$ cat config.mk
export PLATFORM = sky130hd
export DESIGN_NAME = grf_scoreboard
export DESIGN_NICKNAME = d
export VERILOG_FILES = /design/src/rtl/grf_scoreboard.sv
export SDC_FILE = /design/constraint.sdc
export NUM_CORES = 2
export LEC_CHECK = 0
export ABC_AREA = 1
export ABC_CLOCK_PERIOD_IN_PS = 5910
export BUFFER_PORTS_ARGS = -buffer_cell sky130_fd_sc_hd__clkbuf_2
export CAP_MARGIN = 20
export CORE_ASPECT_RATIO = 0.8
export CORE_UTILIZATION = 50
export CTS_BUF_LIST = sky130_fd_sc_hd__clkbuf_4
export DETAILED_ROUTE_END_ITERATION = 10
export GPL_TIMING_DRIVEN = 0
export PLACE_DENSITY = 0.77
export REMOVE_ABC_BUFFERS = 1
export SYNTH_ARGS = -nofsm -noshare
export SYNTH_HDL_FRONTEND = slang
export SYNTH_SLANG_ARGS = --single-unit
$ cat constraint.sdc
create_clock -name clk -period 5.91 [get_ports clk]
set_clock_uncertainty 0.1 [all_clocks]
set_input_delay 1.182 -clock clk [delete_from_list [all_inputs] [get_ports clk]]
set_output_delay 1.182 -clock clk [all_outputs]
set_load 0.02 [all_outputs]
$ cat src/rtl/grf_scoreboard.sv
// General register file with N_RD combinational read ports, same-cycle write-to-read bypass
// and a per-register pending-write scoreboard for the decode-stage hazard unit.
module grf_scoreboard #(
    parameter int unsigned DATA_W   = 32,
    parameter int unsigned ADDR_W   = 5,
    parameter int unsigned N_RD     = 2,
    parameter int unsigned CNT_W    = 2,
    parameter bit          ZERO_REG = 1'b1
) (
    input  logic                     clk,
    input  logic                     reset,
    input  logic [N_RD*ADDR_W-1:0]   rd_addr,
    output logic [N_RD*DATA_W-1:0]   rd_data,
    output logic [N_RD-1:0]          rd_busy,
    input  logic                     iss_valid,
    input  logic [ADDR_W-1:0]        iss_addr,
    output logic                     iss_ready,
    input  logic                     wb_valid,
    input  logic [ADDR_W-1:0]        wb_addr,
    input  logic [DATA_W-1:0]        wb_data,
    output logic                     wb_err
);

    localparam int unsigned      DEPTH   = 1 << ADDR_W;
    localparam logic [CNT_W-1:0] CNT_MAX = '1;

    logic [DATA_W-1:0] regs [DEPTH];
    logic [CNT_W-1:0]  cnt  [DEPTH];

    logic wb_zero;
    logic iss_zero;
    logic wb_en;
    logic wb_pending;
    logic dec_en;
    logic inc_en;
    logic same_reg;

    // Write-back and bypass are masked while reset is low so outputs read as cleared.
    assign wb_zero    = ZERO_REG && (wb_addr == '0);
    assign iss_zero   = ZERO_REG && (iss_addr == '0);
    assign wb_en      = wb_valid && reset && !wb_zero;
    assign wb_pending = (cnt[wb_addr] != '0);
    assign dec_en     = wb_en && wb_pending;
    assign same_reg   = (wb_addr == iss_addr);

    assign iss_ready  = iss_zero || (cnt[iss_addr] != CNT_MAX) || (dec_en && same_reg);
    assign inc_en     = iss_valid && iss_ready && !iss_zero;

    always_ff @(posedge clk or negedge reset) begin
        if (!reset) begin
            for (int unsigned r = 0; r < DEPTH; r++) begin
                regs[r] <= '0;
                cnt[r]  <= '0;
            end
            wb_err <= 1'b0;
        end else begin
            if (wb_en)
                regs[wb_addr] <= wb_data;
            // An increment and decrement on the same register cancel out.
            if (inc_en && !(dec_en && same_reg))
                cnt[iss_addr] <= cnt[iss_addr] + CNT_W'(1);
            if (dec_en && !(inc_en && same_reg))
                cnt[wb_addr] <= cnt[wb_addr] - CNT_W'(1);
            if (wb_en && !wb_pending)
                wb_err <= 1'b1;
        end
    end

    always_comb begin
        logic [ADDR_W-1:0] a;
        logic              dec_a;
        logic [CNT_W-1:0]  left;
        rd_data = '0;
        rd_busy = '0;
        a       = '0;
        dec_a   = 1'b0;
        left    = '0;
        for (int unsigned i = 0; i < N_RD; i++) begin
            a     = rd_addr[i*ADDR_W +: ADDR_W];
            dec_a = dec_en && (wb_addr == a);
            left  = cnt[a] - CNT_W'(dec_a);
            if (ZERO_REG && (a == '0))
                rd_data[i*DATA_W +: DATA_W] = '0;
            else if (wb_en && (wb_addr == a))
                rd_data[i*DATA_W +: DATA_W] = wb_data;
            else
                rd_data[i*DATA_W +: DATA_W] = regs[a];
            rd_busy[i] = (left != '0);
        end
    end

endmodule

# --- Yosys cells after proc, flatten, opt, wreduce, memory -nomap -nowiden ---
# Cells that the tools add are included.
op_classes:
  reduce_logical: 30
  n_eq_ne: 4
  n_bitwise: 4
  n_mux: 33
  n_addsub: 4
  magnitude_cmp: 6
op_table:
  columns: ["operator", "n"]
  rows:
  - ["1024-bit bitwise mux", 1]
  - ["32-bit binary-select mux with 5-bit select", 2]
  - ["32-bit two-way mux", 9]
  - ["32-bit demux with 5-bit select", 1]
  - ["64-bit bitwise mux", 2]
  - ["64-bit two-way mux", 2]
  - ["2-bit binary-select mux with 5-bit select", 4]
  - ["6-bit greater-or-equal comparator, second input constant", 4]
  - ["5-bit NOT with 6-bit output", 4]
  - ["2-bit demux with 5-bit select", 2]
  - ["5-bit zero test", 4]
  - ["2-bit two-way mux", 10]
  - ["1-bit logical AND", 16]
  - ["5-bit equality test", 3]
  - ["6-bit by 1-bit less-than comparator with 1-bit output, second input constant", 2]
  - ["2-bit nonzero test", 3]
  - ["1-bit zero test", 5]
  - ["2-bit by 1-bit subtractor with 2-bit output", 2]
  - ["2-bit by 1-bit adder with 2-bit output, second input constant", 1]
  - ["1-bit logical OR", 2]
  - ["2-bit != test, second input constant", 1]
  - ["2-bit by 1-bit subtractor with 2-bit output, second input constant", 1]
word_totals:
  input_bits: 56
  ff_bits: 1089

# --- Logic depth before layout (Yosys ltp) ---
depth:
  ltp_word: 14
  depth_mapped: 19
  depth_no_buf: 17

# --- Least setup slack after synthesis ---
# Ideal clock, no wire load.
synth_timing:
  kind: "input -> output"
  start: "input port wb_addr[1]"
  end: "output port rd_busy[1]"
  setup_slack_ns: 1.413
  cell_stages: 18
  arrival_time_ns: 3.215
  path_buffers: 3
  path_cell_list: "buf_4 > inv_2 > nor2_1 > a22oi_1 > nand2_1 > nand2_1 > nand2_1 > clkinv_1 > nand2_1 > nor2_2 > buf_2 > ha_1 > nor2_4 > buf_2 > nand2_1 > inv_1 > nand2_1 > nand3_1"
synth_via:
  elab_chain_len: 9
  word_cells_on_any_way: 13
  classes_between: "add/sub: 1; eq/ne: 1; mux: 3; bitwise: 1; reduce/logical: 7"
synth_lines:
  columns: ["item", "line", "source"]
  rows:
  - ["from (decl)", "19", "input logic [ADDR_W-1:0] wb_addr,"]
  - ["5-bit NOT with 6-bit output (implied by the code)", "42", "assign wb_pending = (cnt[wb_addr] != '0);"]
  - ["2-bit binary-select mux with 5-bit select", "42", null]
  - ["2-bit two-way mux (implied by the code) (2 in a row)", "42", null]
  - ["2-bit nonzero test", "42", null]
  - ["1-bit logical AND", "43", "assign dec_en = wb_en && wb_pending;"]
  - ["1-bit logical AND *", "80", "dec_a = dec_en && (wb_addr == a);"]
  - ["2-bit by 1-bit subtractor with 2-bit output *", "81", "left = cnt[a] - CNT_W'(dec_a);"]
  - ["2-bit nonzero test *", "88", "rd_busy[i] = (left != '0);"]
  - ["to (decl)", "14", "output logic [N_RD-1:0] rd_busy,"]
# Mark *: on every way between the ends. The rest lies on a longest branch, timed or not. The select of a mux whose other input is x is not followed.

# --- Worst setup path in the final report ---
layout_timing:
  start: "input port rd_addr[7]"
  end: "output port rd_data[32]"
layout_via:
  elab_chain_len: 6
  word_cells_on_any_way: 9
  classes_between: "eq/ne: 1; mux: 5; bitwise: 1; reduce/logical: 2"
layout_lines:
  columns: ["item", "line", "source"]
  rows:
  - ["from (decl)", "12", "input logic [N_RD*ADDR_W-1:0] rd_addr,"]
  - ["5-bit NOT with 6-bit output (implied by the code)", "87", "rd_data[i*DATA_W +: DATA_W] = regs[a];"]
  - ["32-bit binary-select mux with 5-bit select", "87", null]
  - ["32-bit two-way mux (implied by the code) (2 in a row)", "87", null]
  - ["32-bit two-way mux", "84", "else if (wb_en && (wb_addr == a))"]
  - ["32-bit two-way mux *", "82", "if (ZERO_REG && (a == '0))"]
  - ["to (decl)", "13", "output logic [N_RD*DATA_W-1:0] rd_data,"]
# Marked as above.

==> report_table.html <==
<table>
<tr><th>Metric</th><th>Value</th></tr>
<tr><th colspan="2">STA</th></tr>
<tr><td>RSZ-0062 raised after global routing</td><td>no</td></tr>
<tr><td>Maximum clock rate</td><td>170 MHz</td></tr>
<tr><td>Final clock period utilization by the worst path</td><td>0.997</td></tr>
<tr><td>Final setup vio count</td><td>0</td></tr>
<tr><td>Fin. max-slew vios</td><td>0</td></tr>
<tr><td>Relative max-transition margin</td><td>0.195</td></tr>
<tr><td>Min Tclk post-route</td><td>5.89 ns</td></tr>
<tr><td>Slew at the pin with the worst max-slew slack</td><td>1.21 ns</td></tr>
<tr><td>Hold Violations, Final</td><td>0</td></tr>
<tr><th colspan="2">Place</th></tr>
<tr><td>Post-detailed-placement half-perimeter wirelength</td><td>122000 µm</td></tr>
<tr><td>Routability congestion estimate from global placement</td><td>0.944</td></tr>
<tr><td>Number of port buffers</td><td>123</td></tr>
<tr><td>Post-detailed-placement cell area</td><td>0.0648 mm²</td></tr>
<tr><td>Placed instance count</td><td>9844</td></tr>
<tr><th colspan="2">Logic synthesis</th></tr>
<tr><td>Prevailing post-synth register cell</td><td>dfrtp_1</td></tr>
<tr><td>Synthesized area</td><td>0.0636 mm²</td></tr>
<tr><td>Largest cells by area after synthesis</td><td>dfrtp_1 43%, nand2_1 13%, o21ai_0 8.8%</td></tr>
<tr><td>EDFF count, synth</td><td>0</td></tr>
<tr><td>Count of state elements after synthesis</td><td>1089</td></tr>
<tr><td>Number of library cell types mapped by synthesis</td><td>43</td></tr>
<tr><td>Portion of the post-synthesis area used by sequential elements</td><td>0.429</td></tr>
<tr><td>Library cell with the largest summed area after synthesis</td><td>dfrtp_1</td></tr>
<tr><td>Gate Count Post-Synth</td><td>8826</td></tr>
<tr><td>Yosys Warn Count</td><td>0</td></tr>
<tr><td>Async set or reset register ratio after synthesis</td><td>1.00</td></tr>
<tr><td>Synth top area share</td><td>0.429</td></tr>
<tr><td>Avg Synthesized Cell Area</td><td>7.20 µm²</td></tr>
<tr><th colspan="2">Critical path</th></tr>
<tr><td>Data required time at the worst endpoint</td><td>4.63 ns</td></tr>
<tr><td>Arrival time of the worst setup path</td><td>4.61 ns</td></tr>
<tr><td>Setup Crit Path Kind</td><td>primary input to output pin</td></tr>
<tr><td>Kind of capture point of the worst setup path</td><td>output pin</td></tr>
<tr><td>Type of element launching the critical path</td><td>primary input</td></tr>
<tr><td>Peak fanout along the critical path</td><td>78</td></tr>
<tr><td>Slack of the worst reg-to-reg path</td><td>1.36 ns</td></tr>
<tr><th colspan="2">Layout</th></tr>
<tr><td>Signed area change from the synthesized netlist to the final layout</td><td>8.12%</td></tr>
<tr><td>Fraction of final layout cells with drive strength greater than 1</td><td>0.0925</td></tr>
<tr><td>Finished layout cell area</td><td>0.0687 mm²</td></tr>
<tr><td>Leading cell types in the layout, fill and taps excluded</td><td>2135 x nand2_1, 1119 x o21ai_0, 1089 x dfrtp_1, 1043 x nand3_1, 688 x inv_1</td></tr>
<tr><td>Leading cell type in the layout, fill and taps excluded</td><td>nand2_1</td></tr>
<tr><td>Fin nets</td><td>8583</td></tr>
<tr><td>Final cell count without fillers</td><td>10300</td></tr>
<tr><th colspan="2">Clock network</th></tr>
<tr><td>Worst-case clock buffer depth</td><td>4</td></tr>
<tr><td>Number of levels the H-tree was split into</td><td>5</td></tr>
<tr><td>Clock edge transition at the registers on the reported setup and hold paths</td><td>0.06 ns</td></tr>
<tr><td>Total clock buffers created by CTS</td><td>297</td></tr>
<tr><td>Worst-skew pair later-pin latency</td><td>1.32 ns</td></tr>
<tr><td>Cell at the root of the clock tree</td><td>clkbuf_4</td></tr>
<tr><td>CTS tree</td><td>done</td></tr>
<tr><td>Number of clock sinks seen by CTS</td><td>1089</td></tr>
<tr><th colspan="2">Global route</th></tr>
<tr><td>Number of antenna violations at the first check in global routing</td><td>2</td></tr>
<tr><td>Vias in the first global route</td><td>60200</td></tr>
<tr><td>Maximum number of pins on one net before global-route repair</td><td>169</td></tr>
<tr><td>GRT Overall Usage</td><td>0.353</td></tr>
<tr><td>Remaining Overflow, GRT</td><td>0</td></tr>
<tr><td>First-pass GRT wire length</td><td>352000 µm</td></tr>
<tr><th colspan="2">Status</th></tr>
<tr><td>Result of the run</td><td>completed</td></tr>
<tr><th colspan="2">Route</th></tr>
<tr><td>Number of DRC violations after detailed routing</td><td>0</td></tr>
<tr><td>Routed via count divided by cell count</td><td>6.28</td></tr>
<tr><td>Sum of routed wire length over all layers</td><td>232000 µm</td></tr>
<tr><td>Avg WL per Cell</td><td>22.4 µm</td></tr>
<tr><td>Routed via count</td><td>65000</td></tr>
<tr><td>ANT nets after route</td><td>0</td></tr>
<tr><td>Total iterations of the first detailed-routing run</td><td>7</td></tr>
<tr><td>Starting DRC count in detailed routing</td><td>10200</td></tr>
<tr><th colspan="2">Floorplan</th></tr>
<tr><td>Horizontal die dimension</td><td>401 µm</td></tr>
<tr><td>Initial core utilization</td><td>0.506</td></tr>
<tr><td>Full die area</td><td>0.129 mm²</td></tr>
<tr><td>Std-Cell Rows</td><td>116</td></tr>
<tr><td>Vertical extent of the die</td><td>321 µm</td></tr>
<tr><td>Floorplan Core Area</td><td>0.126 mm²</td></tr>
<tr><td>Number of top-level pins</td><td>124</td></tr>
<tr><th colspan="2">Worst hold path</th></tr>
<tr><td>Min-delay worst type</td><td>primary input to async pin</td></tr>
<tr><th colspan="2">Power and ir drop</th></tr>
<tr><td>Static Leak</td><td>31.8 nW</td></tr>
<tr><td>Power density over the cells</td><td>292 mW/mm²</td></tr>
<tr><td>Highest ir drop seen on vdd</td><td>0.259 mV</td></tr>
<tr><th colspan="2">Run</th></tr>
<tr><td>Reported max-cap violation count</td><td>0</td></tr>
</table>
==> logic make-up (layout without fill, tap and decap cells) <==
family,Yosys count,after routing,synth area share
AO/OA/AOI/OAI,2669,2669,0.232
XOR/XNOR,11,11,0.00152
adder cells (fa/ha/maj),2,2,0.000394
flip-flops,1089,1089,0.429
AND/OR/NAND/NOR,3498,3500,0.235
buffers and inverters,1557,1418,0.102
other,0,7,0
==> sequential cells by signal (all words and copies together) (netlist names) <==
name / cells
cnt: 64
regs: 1024
wb_err: 1
==> per-stage QoR <==
| step | total power (W) | setup TNS [ns] | hold WS (ns) | worst slack, ns | utilization |
|---|---|---|---|---|---|
| CTS | 0.0199 | 0 | 0.0173 | 0.0970 | 0.547 |
| floorplan | 0.0117 | 0 | 0.254 | 0.343 | - |
| detailed placement | 0.0134 | -81.97 | 0.267 | -1.22 | 0.516 |
| global route | 0.0211 | 0 | 0.0797 | 0.0495 | 0.547 |
| finish | 0.0200 | 0 | 0.0523 | 0.0188 | 0.547 |
| global placement | 0.0137 | - | 0.265 | -24.57 | 0.498 |
==> worst paths after layout <==
path	startpoint	end	depth (start not counted)
setup / recovery	rd_addr[7]	rd_data[32]	12
hold / removal	reset	regs[537]	3
setup reg to reg	cnt[16]	cnt[3]	15
hold reg to reg	regs[994]	regs[994]	0
max in group asynchronous	reset	regs[390]	6
min in group clk	regs[994]	regs[994]	0
==> power breakdown <==
group / internal, W / total (W) / switching [W] / leakage, nW
sequential: 0.00849 / 0.00922 / 0.000730 / 14.4
combinational: 0.00145 / 0.00430 / 0.00285 / 15.4
clock: 0.00329 / 0.00652 / 0.00324 / 2.04
total: 0.0132 / 0.0200 / 0.00681 / 31.8
==> Yosys cell counts (19+ instances only) <==
master and number:
a21oi_1 523, a22oi_1 20, buf_1 64, buf_2 370, buf_4 19, clkbuf_1 373
dfrtp_1 1089, inv_1 694, inv_2 20, nand2_1 2142, nand2_2 21, nand3_1 1044
nand4_1 41, nor2_1 161, o211ai_1 509, o21ai_0 1119, o21ai_1 461, or2_2 34
==> per-layer routing <==
layer  share of wire  vias up  global-route usage
li1                -    29200                   -
met1            0.38    30300               0.467
met2            0.42     4498               0.518
met3            0.14     1013              0.0997
met4           0.059        0               0.201
met5               0        -                   0
==> cell type report <==
class	instances	area, µm²
Clock buffer	423	3180
Timing Repair Buffer	235	3200
Sequential cell	1089	27300
Fill cell	11700	56800
Multi-Input combinational cell	6182	30100
Antenna cell	7	17.5
Clock inverter	40	180
Tap cell	1652	2070
Inverter	720	2770
==> what timing repair did <==
action | in CTS | in global routing
endpoints found under the hold margin | 55 | 0
hold buffers | 12 | 0
buffers inserted | 18 | 0
cloned | 3 | 0
pin swaps | 5 | 0
setup endpoints to repair | 65 | 1
gates resized for setup | 16 | 1
==> worst max-delay path, stage by stage <==
cell        delay (ns)
clkbuf_8          0.30
buf_16            0.36
nor2_2            0.76
clkinvlp_4        0.24
buf_4             0.23
nor4_4            0.25
buf_4             0.25
inv_2             0.25
buf_12            0.24
o21ai_0           0.11
a21oi_1           0.06
clkbuf_2          0.16
No activity file was read; power rests on OpenSTA's default activity.
